--- src/rtl/ndchannel_if.sv ---
// ndchannel_if: paired input/output valid-ready channel of ndchannel
interface ndchannel_if #(parameter int DATA_TYPE = 32) ();
  logic [DATA_TYPE-1:0] ins, outs;
  logic ins_valid, ins_ready, outs_valid, outs_ready;
  modport slave (input ins, ins_valid, outs_ready, output ins_ready, outs, outs_valid);
  modport master (output ins, ins_valid, outs_ready, input ins_ready, outs, outs_valid);
endinterface

--- src/rtl/ndchannel.sv ---
// ndchannel: circular FIFO channel with LFSR-driven random stalls; NDCHANNEL_STALL_CNT_EN adds stall_cnt
module ndchannel #(
  parameter int DATA_TYPE = 32,
  parameter int DEPTH = 4,
  parameter int MODE = 3,
  parameter logic [15:0] SEED = 16'hACE1
) (
  input logic clk,
  input logic rst,
  ndchannel_if.slave ch
`ifdef NDCHANNEL_STALL_CNT_EN
  , output logic [15:0] stall_cnt
`endif
);
  localparam int AW = DEPTH > 1 ? $clog2(DEPTH) : 1;
  localparam int CW = $clog2(DEPTH + 1);
  localparam logic [15:0] S0 = SEED == 16'h0000 ? 16'h0001 : SEED;
  logic [DATA_TYPE-1:0] mem [DEPTH];
  logic [AW-1:0] rptr, wptr;
  logic [CW-1:0] count;
  logic [15:0] lfsr;
  logic hold, in_stall, out_stall, push, pop;
  always_comb begin
    in_stall = (MODE == 1 || MODE == 3) ? lfsr[0] : 1'b0;
    out_stall = (MODE == 2 || MODE == 3) ? lfsr[1] : 1'b0;
    ch.ins_ready = !rst && count < CW'(DEPTH) && !in_stall;
    ch.outs_valid = !rst && count != '0 && (hold || !out_stall);
    ch.outs = mem[rptr];
    push = ch.ins_valid && ch.ins_ready;
    pop = ch.outs_valid && ch.outs_ready;
  end
  // hold keeps an offered word on the output until it is taken, masking out_stall
  always_ff @(posedge clk) begin
    if (rst) begin
      rptr <= '0;
      wptr <= '0;
      count <= '0;
      hold <= 1'b0;
      lfsr <= S0;
    end else begin
      lfsr <= {lfsr[0] ^ lfsr[2] ^ lfsr[3] ^ lfsr[5], lfsr[15:1]};
      if (push) wptr <= wptr == AW'(DEPTH - 1) ? '0 : wptr + 1'b1;
      if (pop) rptr <= rptr == AW'(DEPTH - 1) ? '0 : rptr + 1'b1;
      count <= count + CW'(push) - CW'(pop);
      hold <= ch.outs_valid && !ch.outs_ready;
    end
  end
  always_ff @(posedge clk) begin
    if (push) mem[wptr] <= ch.ins;
  end
`ifdef NDCHANNEL_STALL_CNT_EN
  always_ff @(posedge clk) begin
    if (rst) stall_cnt <= '0;
    else if (((ch.ins_valid && !ch.ins_ready) || (count != '0 && !ch.outs_valid)) && stall_cnt != 16'hFFFF)
      stall_cnt <= stall_cnt + 1'b1;
  end
`endif
endmodule

--- src/flat_wrapper.sv ---
// flat-port wrapper written by rule: the top's interface ports become plain ports
module ndchannel_flat 
#(
  parameter int DATA_TYPE = 32,
  parameter int DEPTH = 4,
  parameter int MODE = 3,
  parameter logic [15:0] SEED = 16'hACE1
)
  (clk, rst, ch_ins, ch_ins_valid, ch_outs_ready, ch_ins_ready, ch_outs, ch_outs_valid);
  ndchannel_if #(.DATA_TYPE(DATA_TYPE)) ch_i ();
  input logic clk;
  input logic rst;
  input wire logic [$bits(ch_i.ins)-1:0] ch_ins;
  input wire logic [$bits(ch_i.ins_valid)-1:0] ch_ins_valid;
  input wire logic [$bits(ch_i.outs_ready)-1:0] ch_outs_ready;
  output wire logic [$bits(ch_i.ins_ready)-1:0] ch_ins_ready;
  output wire logic [$bits(ch_i.outs)-1:0] ch_outs;
  output wire logic [$bits(ch_i.outs_valid)-1:0] ch_outs_valid;
  assign ch_i.ins = ch_ins;
  assign ch_i.ins_valid = ch_ins_valid;
  assign ch_i.outs_ready = ch_outs_ready;
  assign ch_ins_ready = ch_i.ins_ready;
  assign ch_outs = ch_i.outs;
  assign ch_outs_valid = ch_i.outs_valid;
  ndchannel #(.DATA_TYPE(DATA_TYPE), .DEPTH(DEPTH), .MODE(MODE), .SEED(SEED)) u_core (.clk(clk), .rst(rst), .ch(ch_i));
endmodule
--- config.mk ---
export PLATFORM = sky130hd
export DESIGN_NAME = ndchannel_flat
export DESIGN_NICKNAME = d
export VERILOG_FILES = /design/src/rtl/ndchannel_if.sv /design/src/rtl/ndchannel.sv /design/src/flat_wrapper.sv
export SDC_FILE = /design/constraint.sdc
export NUM_CORES = 1
export LEC_CHECK = 0
export ABC_AREA = 1
export ABC_CLOCK_PERIOD_IN_PS = 5100
export CORE_ASPECT_RATIO = 1.5
export CORE_MARGIN = 4
export CORE_UTILIZATION = 35
export CTS_CLUSTER_DIAMETER = 40
export DETAILED_ROUTE_END_ITERATION = 6
export PLACE_DENSITY = 0.57
export SLEW_MARGIN = 20
export SYNTH_ARGS = -nofsm -noshare
export SYNTH_HDL_FRONTEND = slang
export SYNTH_SLANG_ARGS = --single-unit
export TNS_END_PERCENT = 30
--- constraint.sdc ---
create_clock -name clk -period 5.1 [get_ports clk]
set_input_delay 0.51 -clock clk [delete_from_list [all_inputs] [get_ports clk]]
set_output_delay 0.51 -clock clk [all_outputs]
set_load 0.005 [all_outputs]
**Word level (Yosys, flattened, before mapping)**

Memory sizes are Yosys's and may differ from the RTL's. A register that Yosys moved wholly into a read port is not among the register bits.
Index checks and enable logic that the tools add are counted.

- Reductions and logical operators: 13
- Bitwise operators: 3
- Equal/unequal tests: 2
- Multiplexer cells: 6
- Add/sub/neg operators: 4
- $lt $le $gt $ge: 1

Operator list:

| kind | count |
|---|---|
| 2-to-1 mux 2 bit | 4 |
| logical AND 1 bit | 7 |
| adder 2 x 1 -> 2 bit (second input constant) | 2 |
| equality test 2 bit (second input constant) | 2 |
| logical NOT 1 bit | 4 |
| adder 3 x 1 -> 3 bit | 1 |
| less-than comparator 3 bit (second input constant) | 1 |
| nonzero test 3 bit | 1 |
| subtractor 3 x 1 -> 3 bit | 1 |
| XOR 1 bit | 3 |
| 2-to-1 mux 1 bit | 2 |
| logical OR 1 bit | 1 |

- Memory bits (writable): 128
- Word-level logic and storage cells: 35
- Memories: 1
- Register bits: 24

Memories:

| name | words | bits a word | read ports | clocked after memory_dff | write ports | line | source |
|---|---|---|---|---|---|---|---|
| u_core.mem | 4 | 32 | 1 | 1 | 1 | ndchannel.sv:18 | `logic [DATA_TYPE-1:0] mem [DEPTH];` |

**Depth between registers and ports, before layout**

Gate-level depths: netlist of run 1.

- Depth in word-level cells: 6
- Gate-level depth with buffers: 11
- Depth with buffers taken out: 11

**Worst setup path after synthesis of run 1**

No wires, ideal clock.

- Path kind: input-to-reg
- From: input rst
- To: memory u_core.mem[0][0] (enable)
- Arrival time: 2135 ps
- Data required time: 4679 ps
- Path buffers: 0
- Stages on the path: 3
- Setup slack: 2544 ps
- Setup time: 421 ps
- Path through: nor2_1 nand3_2 nor2_1

- Cells in the longest elaborated chain, start to end: 6

Ends and longest elaborated chain:

| item | line | source |
|---|---|---|
| start, declared | flat_wrapper.sv:12 | `input logic rst;` |
| logical NOT 1 bit | ndchannel.sv:26 | `ch.ins_ready = !rst && count < CW'(DEPTH) && !in_stall;` |
| logical AND 1 bit (2 in a row) | ndchannel.sv:26 |  |
| logical AND 1 bit | ndchannel.sv:29 | `push = ch.ins_valid && ch.ins_ready;` |
| 2-to-1 mux 1 bit | ndchannel.sv:49 | `if (push) mem[wptr] <= ch.ins;` |
| 2-to-1 mux 1 bit (implied by the code) | ndchannel.sv:49 |  |
| end, declared | ndchannel.sv:18 |  |

No other way between the ends.

**Worst setup path in the final report of run 1**

- From: input rst
- To: output ch_outs_valid

- Cells in the longest elaborated chain, start to end: 3

Ends and longest elaborated chain:

| item | line | source |
|---|---|---|
| logical NOT 1 bit | ndchannel.sv:27 | `ch.outs_valid = !rst && count != '0 && (hold \|\| !out_stall);` |
| logical AND 1 bit (2 in a row) | ndchannel.sv:27 |  |
| end, declared | flat_wrapper.sv:18 | `output wire logic [$bits(ch_i.outs_valid)-1:0] ch_outs_valid;` |

No other way between the ends.

==> summary.txt, run 1 <==
Global routing
  – Vias in the first global route: 3493
  – Global route total overflow: 0
  – Total global-route track usage: 0.1279
  – First-pass GRT wire length: 18.06 mm
  – Largest net degree at the start of global routing: 65
  – Antenna violations before repair: 0

Timing
  – FMAX: 343.0 MHz
  – Crit share post-route: 0.5716
  – Fin Setup TNS: 0 ps
  – Worst slew pin tran: 1036 ps
  – RSZ-0062 raised after global routing: no
  – Setup slack after layout: 2185 ps
  – Minimum clock period: 2915 ps
  – # setup viols final: 0
  – Fin. Hold Viols: 0
  – Max_slew headroom: 0.3075
  – Worst Skew: 4.700 ps
  – Max Slew Vio Count: 0

Worst hold path
  – Hold Path Origin: u_core.lfsr[15]$_SDFF_PP1_
  – Tightest Hold Check Type: reg -> reg

Routing
  – Post-detailed-route count of antenna-violating nets: 0
  – Per-cell routed wire length: 15.89 µm
  – DR iter-0 viols: 186
  – Total Wirelength: 11.39 mm
  – DRC: 0
  – Vias: 3381
  – DR pass1 iterations: 4
  – Drt via density: 4.715

Yosys
  – Flops & latches, synth: 154
  – Post-synth cell types: 26
  – Post-Syn Instances: 429
  – Ys Warns: 0
  – Cell taking the most area after synthesis: edfxtp_1
  – Mean Syn Cell Area: 13.35 µm²
  – Syn nets: 472
  – Yosys top cell area share: 0.6710
  – Synth area leaders: edfxtp_1 67%, dfxtp_1 9.1%, nor2_1 5.8%
  – Cell Area, Synth: 5728 µm²
  – Register area share after synthesis: 0.7619

Final layout
  – Commonest non-fill, non-tap cell in the layout: edfxtp_1
  – Fill cells: 1486
  – Diode count: 0
  – Nets@finish: 541
  – Post-layout util: 0.4453
  – Most frequent cells in the layout: 128 x edfxtp_1, 85 x nor2_1, 69 x clkdlybuf4s50_1, 56 x o21ai_0, 32 x o22ai_1
  – Area grow syn2layout: 25.29%
  – Share of post-route cells with drive strength above 1: 0.08611

Critical path
  – Worst path bufs/invs: 4
  – Critical Path, Cell by Cell: clkdlybuf4s50_1, clkinv_2, nand2_1, nand2_2, nand2_1, inv_1, clkdlybuf4s50_1
  – Slowest stage delay, CP: 910 ps
  – Reg-to-reg endpoint: u_core.mem[3][1]$_DFFE_PP_
  – Top Family by Delay on Critical Path: buffers and inverters
  – CP endpoint kind: output pin
  – Worst Reg-to-Reg Cells: 3
  – WP depth: 7
  – Worst setup path end: ch_outs_valid
  – CP Data Required Time: 4590 ps
  – Startpoint of the worst register-to-register path: u_core.lfsr[0]$_SDFF_PP1_
  – CP startpoint kind: input pin
  – Worst R2R Setup Slack: 3100 ps
  – Kind of critical path: in -> out
  – Slowest CP cell: clkdlybuf4s50_1
  – WP data arrival: 2410 ps
  – Critical Path Start: rst
  – Max FO, Critical Path: 21

Floorplan
  – I/O Pins: 70
  – Initial Util: 0.3554
  – Site Rows: 57
  – Die height: 164.7 µm
  – Die area: 18520 µm²
  – Core ar.: 16120 µm²
  – Die W: 112.5 µm

Power
  – Switching part of the total: 0.2376
  – Peak VDD IR: 239.3 µV
  – Pleak: 2.497 nW
  – Clock power share: 0.375
  – Internal: 0.002445 W
  – Overall power: 0.003206 W
  – Comb power frac: 0.180
  – Switch Pwr: 0.0007618 W
  – Pwr dens: 446.8 nW/µm²
  – Register share of total power: 0.446

Placed design
  – Post-DP HPWL: 6.800 mm
  – Routability cong.: 0.7758
  – I/O Buffers: 69
  – Dpl ws: 1966 ps

Clock tree
  – Clk pin slew, worst setup/hold paths: 50 ps
  – # clock sinks: 154
  – Number of hold buffers added after cts: 0
  – Post-CTS Setup Bufs: 0
  – Max clock buf depth: 2
  – CTS HTree Levels: 4
  – CTS root buffer: clkbuf_16
  – Cts bufs inserted: 17
  – Gates resized, CTS repair: 0
  – CTS tree: yes
  – Clock latency on the worst-skew pair: 410 ps

Outcome
  – Status: completed

Job
  – Max Cap Viol: 0
area by class of cell:
cell class	count	area (µm²)	share of cell area
sequential	154	4365	0.6083
multi-input combinational	227	1175	0.1637
timing repair buffer	71	705.7	0.09833
clock buffer	21	440.4	0.06137
tap	206	257.7	0.03591
clock inverter	11	127.6	0.01778
inverter	27	105.1	0.01464
kinds of logic after synthesis:
logic type,after synthesis,share of synthesized area
compound gates,103,0.09699
xor+xnor,2,0.003059
fa+ha+maj,7,0.01660
buf+inv,48,0.03823
flops,154,0.7619
simple gates,115,0.08322
state kept, by name (all words and copies together), names as in the netlist, named ones only:
name,cells
u_core.count,3
u_core.rptr,2
u_core.lfsr,16
u_core.mem,128
u_core.wptr,2
u_core.hold,1
routing by layer:
metal,wire length (µm),GRT usage,vias up
met2,6188,0.2290,70
met3,504,0.04216,9
met5,0,0,-
met1,4562,0.1430,1634
met4,137,0.04265,0
li1,-,-,1668
worst min path at each step:
stage	slack, ps	cells past startpoint	endpoint
finish	410	2	u_core.lfsr[14]$_SDFF_PP0_
global route	420	2	u_core.lfsr[8]$_SDFF_PP0_
CTS	410	2	u_core.lfsr[14]$_SDFF_PP0_
detailed placement	400	1	u_core.lfsr[6]$_SDFF_PP1_
global placement	390	2	u_core.lfsr[14]$_SDFF_PP0_
floorplan	390	2	u_core.lfsr[12]$_SDFF_PP0_
metrics by stage:
| step | instances | cell area [µm²] | hold WS, ps |
|---|---|---|---|
| after floorplan | 429 | 5728 | 388.3 |
| after global placement | 685 | 6609 | 390.1 |
| after detailed placement | 685 | 6609 | 398.0 |
| after CTS | 717 | 7177 | 410.9 |
| after global routing | 717 | 7177 | 420.7 |
| final | 717 | 7177 | 409.6 |
Yosys cell counts:
| cell | number |
|---|---|
| edfxtp_1 | 128 |
| nor2_1 | 89 |
| o21ai_0 | 56 |
| o22ai_1 | 32 |
| dfxtp_1 | 26 |
| inv_1 | 24 |
| nand2_1 | 13 |
| o21ai_1 | 11 |
| buf_2 | 10 |
| buf_4 | 6 |
| ha_1 | 6 |
| or2_2 | 6 |
| clkbuf_1 | 5 |
| a21oi_1 | 4 |
| nand2_2 | 2 |
| clkinv_2 | 1 |
| fa_1 | 1 |
| inv_2 | 1 |
| inv_4 | 1 |
| nand3_1 | 1 |
| nand3_2 | 1 |
| nand3_4 | 1 |
| nor3_1 | 1 |
| or2_1 | 1 |
| xnor2_1 | 1 |
| xor2_1 | 1 |
power groups by stage:
stage	sequential (W)	combinational (W)	clock [W]
floorplan	0.00145	0.000289	0
global placement	0.00145	0.000580	0
detailed placement	0.00145	0.000588	0
CTS	0.00143	0.000591	0.00123
global route	0.00143	0.000647	0.00129
finish	0.00143	0.000576	0.00120
worst reg2reg max path, cell delays in order, from the launching register on:
cell and delay, ps:
dfxtp_1 340, nor2_1 120, nand3_2 270, nor2_4 880
(Power assumes the default switching activity.)
==> run 2, diff against run 1 <==
- ABC_CLOCK_PERIOD_IN_PS: 5100 -> 2400
- PLACE_DENSITY: 0.57 -> 0.59
- clock period: 5.1 -> 2.4 ns (I/O delays scaled with it)
==> summary.txt, run 2 (synthesis results as in run 1) <==
Final layout
  – Largest registers: u_core.mem x128, u_core.lfsr x16, u_core.count x3
  – Commonest non-fill, non-tap cell in the layout: edfxtp_1
  – Nets@finish: 559 (+3.3%)
  – Diode count: 0 (unchanged)
  – Most frequent cells in the layout: 128 x edfxtp_1, 85 x nor2_1, 69 x clkdlybuf4s50_1, 56 x o21ai_0, 32 x o22ai_1
  – Post-layout util: 0.4565 (+0.01118)
  – Area grow syn2layout: 28.44%
  – Max reg flops: 128 (unchanged)
  – Register name with the most flops: u_core.mem
  – Share of post-route cells with drive strength above 1: 0.1285 (+0.04244)

Clock tree
  – CTS tree: yes
  – CTS HTree Levels: 4 (unchanged)
  – CTS root buffer: clkbuf_16
  – Clock latency on the worst-skew pair: 410 ps (about the same)
  – Max clock buf depth: 2 (unchanged)
  – Clk pin slew, worst setup/hold paths: 60 ps (about the same)
  – # clock sinks: 154 (unchanged)
  – Number of hold buffers added after cts: 0 (unchanged)
  – Cts bufs inserted: 17 (unchanged)

Routing
  – Post-detailed-route count of antenna-violating nets: 0 (unchanged)
  – Vias: 3455 (+2.2%)
  – Drt via density: 4.701 (-0.31%)
  – Per-cell routed wire length: 15.68 µm (-1.3%)
  – DRC: 0 (unchanged)
  – Total Wirelength: 11.53 mm (+1.2%)
  – DR iter-0 viols: 118 (-37%)
  – DR pass1 iterations: 4 (unchanged)

Timing
  – Worst slew pin tran: 332.5 ps (-703.7 ps)
  – RSZ-0062 raised after global routing: yes
  – Fin Setup TNS: 0 ps (unchanged)
  – Max_slew headroom: 0.7783 (+0.4708)
  – Max Slew Vio Count: 0 (unchanged)
  – # setup viols final: 0 (unchanged)
  – Worst Skew: 9.495 ps (+4.795 ps)
  – Fin. Hold Viols: 0 (unchanged)
  – FMAX: 433.4 MHz
  – Crit share post-route: 0.9614
  – Minimum clock period: 2307 ps

Global routing
  – Total global-route track usage: 0.1300 (+0.002114)
  – Antenna violations before repair: 1 (+1)
  – Largest net degree at the start of global routing: 47 (-28%)
  – Vias in the first global route: 3607 (+3.3%)
  – Global route total overflow: 0 (unchanged)
  – First-pass GRT wire length: 18.40 mm (+1.8%)

Power
  – Peak VDD IR: 438.9 µV (+83%)
  – Pleak: 2.600 nW (+4.1%)
  – Pwr dens: 941.8 nW/µm² (+110%)

Critical path
  – WP data arrival: 2070 ps (-340 ps)
  – Max FO, Critical Path: 46 (+120%)
  – CP endpoint kind: output pin
  – Startpoint of the worst register-to-register path: u_core.count[1]$_SDFF_PP0_
  – CP Data Required Time: 2160 ps (-2430 ps)
  – CP startpoint kind: flop
  – Kind of critical path: reg -> out

Floorplan
  – Initial Util: 0.3554 (unchanged)
  – Die W: 112.5 µm (unchanged)
  – Die height: 164.7 µm (unchanged)
  – I/O Pins: 70 (unchanged)
  – Core ar.: 16120 µm² (unchanged)
  – Die area: 18520 µm² (unchanged)
  – Site Rows: 57 (unchanged)

Placed design
  – Post-DP HPWL: 7.414 mm (+9.0%)
  – I/O Buffers: 69 (unchanged)
  – Routability cong.: 0.7427 (-4.3%)

Worst hold path
  – Hold Path Origin: u_core.lfsr[15]$_SDFF_PP1_
  – Tightest Hold Check Type: reg -> reg

Job
  – Max Cap Viol: 0 (unchanged)

Outcome
  – Status: completed
run 2: area by class of cell:
type | count | area [µm²]
Fill cell | 1510 | 8761
Sequential cell | 154 | 4365
Multi-Input combinational cell | 227 | 1175
Timing Repair Buffer | 89 | 860.8
Clock buffer | 18 | 429.2
Tap cell | 206 | 257.7
Clock inverter | 14 | 160.2
Inverter | 27 | 108.9
run 2: layer usage:
| layer | vias to the layer above | share of wire | global-route usage | wire, µm |
|---|---|---|---|---|
| li1 | 1710 | - | - | - |
| met1 | 1676 | 0.41 | 0.1418 | 4774 |
| met2 | 55 | 0.53 | 0.2382 | 6131 |
| met3 | 12 | 0.040 | 0.03776 | 465 |
| met4 | 2 | 0.012 | 0.04811 | 143 |
| met5 | - | 0.0010 | 0 | 12 |
run 2: final timing paths:
path | to | cells past startpoint | slack [ps]
worst max-delay path | ch_outs[29] | 5 | 90
worst min-delay path | u_core.lfsr[14]$_SDFF_PP0_ | 2 | 410
worst max register to register | u_core.count[2]$_SDFF_PP0_ | 10 | 580
worst min register to register | u_core.lfsr[14]$_SDFF_PP0_ | 2 | 410
run 2: timing repair:
action | 4_1_cts | 5_1_grt
endpoints found under the setup margin | 8 | 8
setup buffers | 0 | 0
resized for setup | 3 | 1
run 2: worst max-delay path: stages, from the launching register on:
cell,delay [ps]
dfxtp_2,350
inv_6,260
buf_4,220
nor2_1,50
o22ai_1,220
clkdlybuf4s50_1,540
run 2: where the power goes:
group,switching [W],internal (W),leakage [nW]
logic,0.000644,0.000624,0.947
clock network,0.00107,0.00156,0.282
registers,0.0000424,0.00299,1.37
total,0.00175,0.00517,2.60
run 2: through the flow:
stage | area, µm² | setup WS, ps | total power (W) | instances | hold WS (ps)
2_1_floorplan | 5728 | 40.91 | 0.003698 | 429 | 312.4
3_3_place_gp | 6756 | 181.7 | 0.004357 | 703 | 391.0
3_5_place_dp | 6756 | 109.2 | 0.004382 | 703 | 395.5
4_1_cts | 7356 | 3.993 | 0.007027 | 735 | 411.6
5_1_grt | 7357 | -23.18 | 0.007261 | 735 | 421.8
6_report | 7357 | 92.55 | 0.006929 | 735 | 405.2
==> run 3, diff against run 2 <==
- ABC_CLOCK_PERIOD_IN_PS: 2400 -> 1850
- CAP_MARGIN: not set -> 10
- clock period: 2.4 -> 1.85 ns (I/O delays scaled with it)
==> summary.txt, run 3 (synthesis results as in run 1) <==
Floorplan
  – Die W: 112.5 µm (unchanged)
  – Die area: 18520 µm² (unchanged)
  – I/O Pins: 70 (unchanged)
  – Site Rows: 57 (unchanged)
  – Core ar.: 16120 µm² (unchanged)
  – Die height: 164.7 µm (unchanged)
  – Initial Util: 0.3554 (unchanged)

Clock tree
  – CTS tree: yes
  – Clk pin slew, worst setup/hold paths: 60 ps (about the same)
  – Number of hold buffers added after cts: 0 (unchanged)
  – # clock sinks: 154 (unchanged)
  – CTS root buffer: clkbuf_16
  – Clock latency on the worst-skew pair: 410 ps (about the same)
  – CTS HTree Levels: 4 (unchanged)
  – Cts bufs inserted: 17 (unchanged)
  – Max clock buf depth: 2 (unchanged)

Outcome
  – Failing checks: setup timing
  – Status: finished, violations left

Timing
  – Worst Skew: 6.839 ps (-2.656 ps)
  – Fin. Hold Viols: 0 (unchanged)
  – Hold_ws: 371.5 ps (-33.71 ps)
  – Worst slew pin tran: 274.3 ps (-58.26 ps)
  – FMAX: 526.7 MHz
  – RSZ-0062 raised after global routing: yes
  – Max_slew headroom: 0.8152 (+0.03690)
  – Setup slack after layout: -48.51 ps (-141.1 ps)
  – Minimum clock period: 1899 ps
  – # setup viols final: 4 (+4)
  – Fin Setup TNS: -94.06 ps (-94.06 ps)
  – Crit share post-route: 1.026
  – Max Slew Vio Count: 0 (unchanged)

Final layout
  – Max reg flops: 128 (unchanged)
  – Design area: 7801 µm² (+6.0%)
  – Commonest non-fill, non-tap cell in the layout: edfxtp_1
  – Fill cells: 1432 (-5.2%)
  – Multi-input combinational cell area: 1281 µm² (+9.1%)
  – Diode count: 0 (unchanged)
  – Largest registers: u_core.mem x128, u_core.lfsr x16, u_core.count x3
  – Reg area: 4369 µm² (about the same)
  – Area grow syn2layout: 36.19%
  – Most frequent cells in the layout: 128 x edfxtp_1, 80 x nor2_1, 36 x clkdlybuf4s50_1, 32 x o21ai_0, 29 x o21ai_1
  – Nets@finish: 583 (+4.3%)
  – Post-layout util: 0.4840 (+0.02756)
  – Share of post-route cells with drive strength above 1: 0.2477 (+0.1192)
  – Register name with the most flops: u_core.mem

Routing
  – Routed length on met1: 4.807 mm (+0.69%)
  – DRC: 0 (unchanged)
  – DR top layer: met5
  – Total Wirelength: 12.59 mm (+9.2%)
  – DR iter-0 viols: 156 (+32%)
  – Metal2 WL: 6.925 mm (+13%)
  – Vias: 3639 (+5.3%)
  – Per-cell routed wire length: 16.59 µm (+5.8%)
  – DR pass1 iterations: 4 (unchanged)
  – WL met3: 596 µm (+28%)
  – Drt via density: 4.794 (+2.0%)
  – Post-detailed-route count of antenna-violating nets: 0 (unchanged)

Critical path
  – Worst Reg-to-Reg Cells: 9 (-1)
  – Top Family by Delay on Critical Path: buffers and inverters
  – WP data arrival: 1710 ps (-360 ps)
  – Startpoint of the worst register-to-register path: u_core.count[2]$_SDFF_PP0_
  – Worst setup path end: ch_outs[3]
  – Worst path bufs/invs: 3 (unchanged)
  – CP endpoint kind: output pin
  – Worst R2R Setup Slack: 140 ps (-440 ps)
  – Slowest stage delay, CP: 370 ps (-170 ps)
  – CP startpoint kind: flop
  – CP Data Required Time: 1660 ps (-500 ps)
  – Reg-to-reg endpoint: u_core.count[2]$_SDFF_PP0_
  – Critical Path, Cell by Cell: buf_4, buf_12, o21ai_0, o22ai_2, dlygate4sd2_1
  – WP depth: 5 (unchanged)
  – Kind of critical path: reg -> out
  – Slowest CP cell: dfxtp_4
  – Max FO, Critical Path: 13 (-72%)

Power
  – Pleak: 2.885 nW (+11%)
  – Pwr dens: 1202 nW/µm² (+28%)
  – Peak VDD IR: 661.7 µV (+51%)
  – Overall power: 0.009375 W (+35%)

Placed design
  – I/O Buffers: 69 (unchanged)
  – Routability cong.: 0.7368 (-0.79%)
  – Post-DP HPWL: 7.666 mm (+3.4%)
  – DP Area: 6944 µm² (+2.8%)

Global routing
  – Global route total overflow: 0 (unchanged)
  – Largest net degree at the start of global routing: 25 (-47%)
  – First-pass GRT wire length: 19.49 mm (+6.0%)
  – Vias in the first global route: 3881 (+7.6%)
  – Total global-route track usage: 0.1379 (+0.007884)
  – Antenna violations before repair: 1 (unchanged)

Worst hold path
  – Tightest Hold Check Type: in -> reg
  – Hold Path Origin: ch_outs_ready
  – Hold path depth: 2 (unchanged)

Job
  – Max Cap Viol: 0 (unchanged)
-- run 3: how the worst min path moves through the flow --
stage / endpoint / slack (ps)
floorplan: u_core.hold$_SDFF_PP0_ / 260
global placement: u_core.lfsr[14]$_SDFF_PP0_ / 390
detailed placement: u_core.lfsr[14]$_SDFF_PP0_ / 390
CTS: u_core.hold$_SDFF_PP0_ / 360
global route: u_core.lfsr[0]$_SDFF_PP1_ / 390
finish: u_core.hold$_SDFF_PP0_ / 370
-- run 3: layout make-up --
| cell class | count | area share |
|---|---|---|
| Clock buffer | 18 | 0.05501 |
| Tap cell | 206 | 0.03304 |
| Clock inverter | 14 | 0.02197 |
| Inverter | 27 | 0.01443 |
| Sequential cell | 154 | 0.5601 |
| Multi-Input combinational cell | 227 | 0.1642 |
| Timing Repair Buffer | 113 | 0.1512 |
-- run 3: metrics by stage --
stage                     std cells  setup slack, ps
after CTS                       753           -252.5
final                           759           -48.51
after floorplan                 429           -509.1
after global routing            759           -100.7
after detailed placement        713           -221.4
after global placement          713           -177.2
-- run 3: what timing repair did --
item	4_1_cts	5_1_grt
pin swaps	2	5
endpoints found under the setup margin	33	35
gates resized for setup	71	72
cloned	3	2
setup buffers	5	5
hold endpoints to repair	0	0
-- run 3: power by group --
part           internal (W)  switching (W)  total, W
logic              0.000957       0.000972   0.00193
registers           0.00389      0.0000643   0.00395
clock network       0.00213        0.00136   0.00349
total               0.00698        0.00240   0.00937
-- run 3: routing by layer --
| layer | global-route usage | vias to the layer above |
|---|---|---|
| met2 | 0.2566 | 88 |
| met5 | 0 | - |
| met4 | 0.05085 | 2 |
| met1 | 0.1441 | 1768 |
| li1 | - | 1760 |
| met3 | 0.04435 | 21 |
